===== src/rtl/barrier_client_if.sv =====
// Barrier participant bus: groups the scheduler-facing request/status lines
// and the collector-facing arrive/id/generation lines of one barrier_client.
//   bar_req      : per-warp BAR request pulse (from warp scheduler)
//   gen_in       : generation broadcast (from collector)
//   arrive, id   : arrival strobe and collector id (to collector)
//   waiting      : per-warp stall indication (to warp scheduler)
//   warp_release : per-warp one-cycle resume pulse (to warp scheduler)
// Modport master is the barrier_client side; slave is its environment.
interface barrier_client_if #(
  parameter int unsigned N_WARPS   = 8,
  parameter int unsigned ID_WIDTH  = 5,
  parameter int unsigned GEN_WIDTH = 8
);

  logic [N_WARPS-1:0]   bar_req;
  logic [GEN_WIDTH-1:0] gen_in;
  logic                 arrive;
  logic [ID_WIDTH-1:0]  id;
  logic [N_WARPS-1:0]   waiting;
  logic [N_WARPS-1:0]   warp_release;

  modport master (
    input  bar_req,
    input  gen_in,
    output arrive,
    output id,
    output waiting,
    output warp_release
  );

  modport slave (
    output bar_req,
    output gen_in,
    input  arrive,
    input  id,
    input  waiting,
    input  warp_release
  );

endinterface


===== src/rtl/barrier_client.sv =====
// Participant-side barrier endpoint. Collects BAR requests from N_WARPS local
// warps, serializes them round-robin into one-per-cycle arrive/id strobes for
// the central collector, stalls each arrived warp until the collector's
// generation broadcast moves away from the value seen at arrival, then pulses
// a one-cycle per-warp release.
// Ports:
//   clk, rst_n : clock, asynchronous active-low reset
//   bif        : barrier_client_if.master (bar_req, gen_in in;
//                arrive, id, waiting, warp_release out)
module barrier_client #(
  parameter int unsigned N_WARPS   = 8,
  parameter int unsigned ID_WIDTH  = 5,
  parameter int unsigned ID_BASE   = 0,
  parameter int unsigned GEN_WIDTH = 8
) (
  input  logic             clk,
  input  logic             rst_n,
  barrier_client_if.master bif
);

  localparam int unsigned IDX_W = (N_WARPS > 1) ? $clog2(N_WARPS) : 1;

  localparam logic [1:0] ST_IDLE = 2'd0;
  localparam logic [1:0] ST_PEND = 2'd1;
  localparam logic [1:0] ST_ARRV = 2'd2;
  localparam logic [1:0] ST_WAIT = 2'd3;

  logic [N_WARPS-1:0][1:0]           state_q, state_d;
  logic [N_WARPS-1:0][GEN_WIDTH-1:0] gen_cap_q, gen_cap_d;
  logic [IDX_W-1:0]                  ptr_q, ptr_d;
  logic                              arrive_q, arrive_d;
  logic [ID_WIDTH-1:0]               id_q, id_d;
  logic [N_WARPS-1:0]                rel_q, rel_d;

  logic [N_WARPS-1:0]                pend_c;
  logic [N_WARPS-1:0]                waiting_c;
  logic                              grant_vld_c;
  logic [IDX_W-1:0]                  grant_idx_c;
  logic [IDX_W-1:0]                  cand_c;

  // Per-warp status decode
  always_comb begin
    pend_c    = '0;
    waiting_c = '0;
    for (int w = 0; w < N_WARPS; w++) begin
      pend_c[w]    = (state_q[w] == ST_PEND);
      waiting_c[w] = (state_q[w] != ST_IDLE);
    end
  end

  // Round-robin arbiter: first PEND warp at or after ptr_q, wrapping.
  // ptr_q holds the index one past the last grant; N_WARPS is a power of
  // two so the wrap is plain truncation.
  always_comb begin
    grant_vld_c = 1'b0;
    grant_idx_c = '0;
    cand_c      = '0;
    for (int i = 0; i < N_WARPS; i++) begin
      cand_c = ptr_q + IDX_W'(i);
      if (!grant_vld_c && pend_c[cand_c]) begin
        grant_vld_c = 1'b1;
        grant_idx_c = cand_c;
      end
    end
  end

  // Next-state and registered-output logic
  always_comb begin
    state_d   = state_q;
    gen_cap_d = gen_cap_q;
    ptr_d     = ptr_q;
    arrive_d  = 1'b0;
    id_d      = '0;
    rel_d     = '0;

    for (int w = 0; w < N_WARPS; w++) begin
      case (state_q[w])
        ST_IDLE: begin
          if (bif.bar_req[w]) begin
            state_d[w] = ST_PEND;
          end
        end
        ST_PEND: begin
          if (grant_vld_c && (grant_idx_c == IDX_W'(w))) begin
            state_d[w] = ST_ARRV;
          end
        end
        ST_ARRV: begin
          // Capture the generation seen during the arrival cycle; a collector
          // update on this same edge is therefore detected next cycle.
          state_d[w]   = ST_WAIT;
          gen_cap_d[w] = bif.gen_in;
        end
        ST_WAIT: begin
          // Inequality rather than ordering so counter wrap still releases
          if (bif.gen_in != gen_cap_q[w]) begin
            state_d[w] = ST_IDLE;
            rel_d[w]   = 1'b1;
          end
        end
        default: begin
          state_d[w] = ST_IDLE;
        end
      endcase
    end

    // The granted warp is the only one in ARRV next cycle, so the strobe
    // is registered alongside its state transition.
    if (grant_vld_c) begin
      arrive_d = 1'b1;
      id_d     = ID_WIDTH'(ID_BASE) + ID_WIDTH'(grant_idx_c);
      ptr_d    = grant_idx_c + IDX_W'(1);
    end
  end

  // State and output registers
  always_ff @(posedge clk or negedge rst_n) begin
    if (!rst_n) begin
      state_q   <= '0;
      gen_cap_q <= '0;
      ptr_q     <= '0;
      arrive_q  <= 1'b0;
      id_q      <= '0;
      rel_q     <= '0;
    end else begin
      state_q   <= state_d;
      gen_cap_q <= gen_cap_d;
      ptr_q     <= ptr_d;
      arrive_q  <= arrive_d;
      id_q      <= id_d;
      rel_q     <= rel_d;
    end
  end

  assign bif.arrive       = arrive_q;
  assign bif.id           = id_q;
  assign bif.warp_release = rel_q;
  assign bif.waiting      = waiting_c;

endmodule

===== src/flat_wrapper.sv =====
// flat-port wrapper written by rule: the top's interface ports become plain ports
module barrier_client_flat 
#(
  parameter int unsigned N_WARPS   = 8,
  parameter int unsigned ID_WIDTH  = 5,
  parameter int unsigned ID_BASE   = 0,
  parameter int unsigned GEN_WIDTH = 8
)
  (clk, rst_n, bif_bar_req, bif_gen_in, bif_arrive, bif_id, bif_waiting, bif_warp_release);
  barrier_client_if #(.N_WARPS(N_WARPS), .ID_WIDTH(ID_WIDTH), .GEN_WIDTH(GEN_WIDTH)) bif_i ();
  input  logic clk;
  input  logic rst_n;
  input wire logic [$bits(bif_i.bar_req)-1:0] bif_bar_req;
  input wire logic [$bits(bif_i.gen_in)-1:0] bif_gen_in;
  output wire logic [$bits(bif_i.arrive)-1:0] bif_arrive;
  output wire logic [$bits(bif_i.id)-1:0] bif_id;
  output wire logic [$bits(bif_i.waiting)-1:0] bif_waiting;
  output wire logic [$bits(bif_i.warp_release)-1:0] bif_warp_release;
  assign bif_i.bar_req = bif_bar_req;
  assign bif_i.gen_in = bif_gen_in;
  assign bif_arrive = bif_i.arrive;
  assign bif_id = bif_i.id;
  assign bif_waiting = bif_i.waiting;
  assign bif_warp_release = bif_i.warp_release;
  barrier_client #(.N_WARPS(N_WARPS), .ID_WIDTH(ID_WIDTH), .ID_BASE(ID_BASE), .GEN_WIDTH(GEN_WIDTH)) u_core (.clk(clk), .rst_n(rst_n), .bif(bif_i));
endmodule

===== config.mk =====
export PLATFORM = sky130hd
export DESIGN_NAME = barrier_client_flat
export DESIGN_NICKNAME = d
export VERILOG_FILES = /design/src/rtl/barrier_client_if.sv /design/src/rtl/barrier_client.sv /design/src/flat_wrapper.sv
export SDC_FILE = /design/constraint.sdc
export NUM_CORES = 1
export LEC_CHECK = 0
export BUFFER_PORTS_ARGS = -buffer_cell sky130_fd_sc_hd__buf_2
export CORE_UTILIZATION = 56
export DETAILED_ROUTE_END_ITERATION = 10
export GPL_ROUTABILITY_DRIVEN = 0
export HOLD_SLACK_MARGIN = 0.12
export PLACE_DENSITY = 0.77
export RECOVER_POWER = 25
export SLEW_MARGIN = 10
export SYNTH_ARGS = -nofsm -noshare
export SYNTH_HDL_FRONTEND = slang
export SYNTH_SLANG_ARGS = --single-unit
export TNS_END_PERCENT = 50

===== constraint.sdc =====
create_clock -name clk -period 3.48 [get_ports clk]
set_input_delay 0.174 -clock clk [delete_from_list [all_inputs] [get_ports clk]]
set_output_delay 0.174 -clock clk [all_outputs]
set_load 0.02 [all_outputs]

==> impl_metrics.env <==
export IMPL_finalSetupViolCount=0
export IMPL_htreeDepth=3
export IMPL_timing_slew_headroom_pct=-27.4
export IMPL_ant_nets=0
export IMPL_die_area_um2=11800
export IMPL_finalCriticalPeriod_ns=3.45
export IMPL_cts_tree="done"
export IMPL_fin_area_um2=7410
export IMPL_cts_max_path_buffers=2
export IMPL_final_hold_viol_count=0
export IMPL_cp_cell_sequence="inv_1, ha_1, mux4_2, mux2_4, o2111a_1, a211oi_2, or2_4, ha_2, o21ai_1, a31o_2, a211o_1"
export IMPL_grt_use_met3_pct=4.40
export IMPL_rsz0062_at_grt="true"
export IMPL_fin_nets=694
export IMPL_drtIter0Drc=208
export IMPL_clock_latency_ns=0.35
export IMPL_syn_to_final_growth_pct=16.5
export IMPL_cts_root_buf="clkbuf_16"
export IMPL_fin_skew_ns=0.00680
export IMPL_worst_ep_arrival_time_ns=3.68
export IMPL_yosys_area_top_type="dfrtp_1"
export IMPL_grtUsageMet1_pct=32.7
export IMPL_syn_inst=559
export IMPL_synth_cell_types=54
export IMPL_synth_edff_count=0
export IMPL_worst_setup_path_type="register to register"
export IMPL_drive_gt1_share_pct=35.0
export IMPL_worstMarginPinSlew_ns=1.91
export IMPL_grt_max_degree=79
export IMPL_ioPinCount=40
export IMPL_port_buffers=37
export IMPL_grt_met2_usage_pct=45.3
export IMPL_cp_max_fo=5
export IMPL_dieWidth_um=109
export IMPL_async_flop_share_pct=100
export IMPL_cts_sinks=95
export IMPL_coreArea_um2=10900
export IMPL_synth_area_leaders="dfrtp_1 (37%), mux2_2 (13%), ha_1 (11%)"
export IMPL_synth_top_flop_cell="dfrtp_1"
export IMPL_timing_fmax_mhz=290
export IMPL_floorplan_die_height_um=109
export IMPL_drt_wl_total_um=14700
export IMPL_yosysTopAreaCellShare_pct=37.4
export IMPL_setup_tns_final_ns=0
export IMPL_placedInstanceArea_um2=6810
export IMPL_reg2reg_setup_slack_ns=0.03
export IMPL_startpoint_type="register"
export IMPL_slew_viol_final=79
export IMPL_fin_crit_sh_pct=99.1
export IMPL_critPathMaxStageDelay_ns=0.54
export IMPL_wl_per_cell_um=19.2
export IMPL_yosysSeqAreaShare_pct=37.4
export IMPL_end_kind="register"
export IMPL_synth_seq_cells=95
export IMPL_start_util_pct=58.2
export IMPL_grt_pass1_wl_um=23500
export IMPL_syn_area_um2=6360
export IMPL_antenna_found_initial=0
export IMPL_overflow=0
export IMPL_final_common_cell="dfrtp_1"
export IMPL_dp_hpwl_um=10300
export IMPL_violations="capacitance limit, slew limit"
export IMPL_grt_pass1_vias=4696
export IMPL_required_ns=3.71
export IMPL_crit_path_top_delay_cell="mux4_2"
export IMPL_final_cell_mix="dfrtp_1 (92), mux2_2 (71), xnor2_1 (57)"
export IMPL_top_usage_layer="met2"
export IMPL_antennaDiodeCount=0
export IMPL_drc=0
export IMPL_outcome="finished, violations left"
export IMPL_grt_use_total_pct=26.6
export IMPL_drv_cap=1
export IMPL_drtPass1Iterations=5
export IMPL_min_path_type="input pin to register"
export IMPL_cts_buffers=9
export IMPL_synth_warnings=0
export IMPL_viasPerCell=5.96
export IMPL_rows=38
export IMPL_num_vias=4569
export IMPL_syn_area_per_cell_um2=11.4
export IMPL_clk_pin_slew_worst_paths_ns=0.08
[sequential cells by signal, indices dropped and copies added (netlist names)]
register / flops
u_core.gen_cap_q: 64
u_core.state_q: 16
u_core.bif.warp_release: 8
u_core.bif.id: 3
u_core.ptr_q: 3
u_core.bif.arrive: 1
[routing by layer]
metal	up-vias	wire, um
li1	2097	-
met3	43	791
met4	0	501
met1	2256	6090
met2	173	7350
met5	-	0
[final timing paths]
check                      cells past startpoint                 start                   end
setup / recovery                              11     u_core.state_q[9]     u_core.state_q[9]
hold / removal                                 4        bif_bar_req[7]    u_core.state_q[14]
hold reg to reg                                1  u_core.gen_cap_q[22]  u_core.gen_cap_q[22]
setup reg to reg                              11     u_core.state_q[9]     u_core.state_q[9]
min in group asynchronous                      2                 rst_n    u_core.state_q[12]
max in group asynchronous                      2                 rst_n  u_core.gen_cap_q[29]
[stage by stage]
stage                     hold WS, ns  util, %  instances  setup slack, ns
after floorplan                -0.122        -        560           0.0140
after global placement          0.390     62.3        732            0.106
after detailed placement        0.390     62.3        732          -0.0249
after CTS                       0.375     65.5        749           0.0182
after global routing            0.404     67.7        766          -0.0672
final                           0.376     67.7        766           0.0301
[cell families after synthesis]
group | synth area share (%)
AO/OA/AOI/OAI | 7.83
XOR/XNOR | 9.23
adder cells (fa/ha/maj) | 10.8
buffers and inverters | 4.68
flip-flops | 37.4
multiplexers | 21.5
other | 0.0590
AND/OR/NAND/NOR | 8.46
[cell type report]
type | count | area [um^2]
tap | 140 | 175
clock buffer | 10 | 239
timing repair buffer | 86 | 573
multi-input combinational | 397 | 3840
sequential | 95 | 2380
inverter | 32 | 125
clock inverter | 6 | 72.6
fill | 785 | 3530
[Yosys cell counts (12+ instances only)]
| cell | count |
|---|---|
| xnor2_1 | 57 |
| nand2_1 | 21 |
| mux2i_1 | 15 |
| clkbuf_1 | 26 |
| inv_1 | 31 |
| ha_1 | 55 |
| mux2_2 | 71 |
| nand4_1 | 14 |
| dfrtp_1 | 95 |
| mux4_2 | 14 |
| nor2b_1 | 12 |
| nor2_1 | 25 |
[worst max-delay path, delay by kind of cell, from the launching register on]
kind | cells | cell delay (ns)
AO/OA/AOI/OAI | 5 | 1.25
multiplexers | 2 | 0.87
adder cells (fa/ha/maj) | 2 | 0.50
flip-flops | 1 | 0.40
AND/OR/NAND/NOR | 1 | 0.20
buffers and inverters | 1 | 0.11
[repair_timing]
item | CTS | global route
hold endpoints to repair | 77 | 0
hold buffers | 1 | 0
endpoints found under the setup margin | 2 | 12
setup buffers | 0 | 17
pin swaps | 1 | 5
resized for setup | 10 | 34
Power is not shown: default switching activity piles up to over one toggle a cycle in this logic, so the estimate is an artifact.
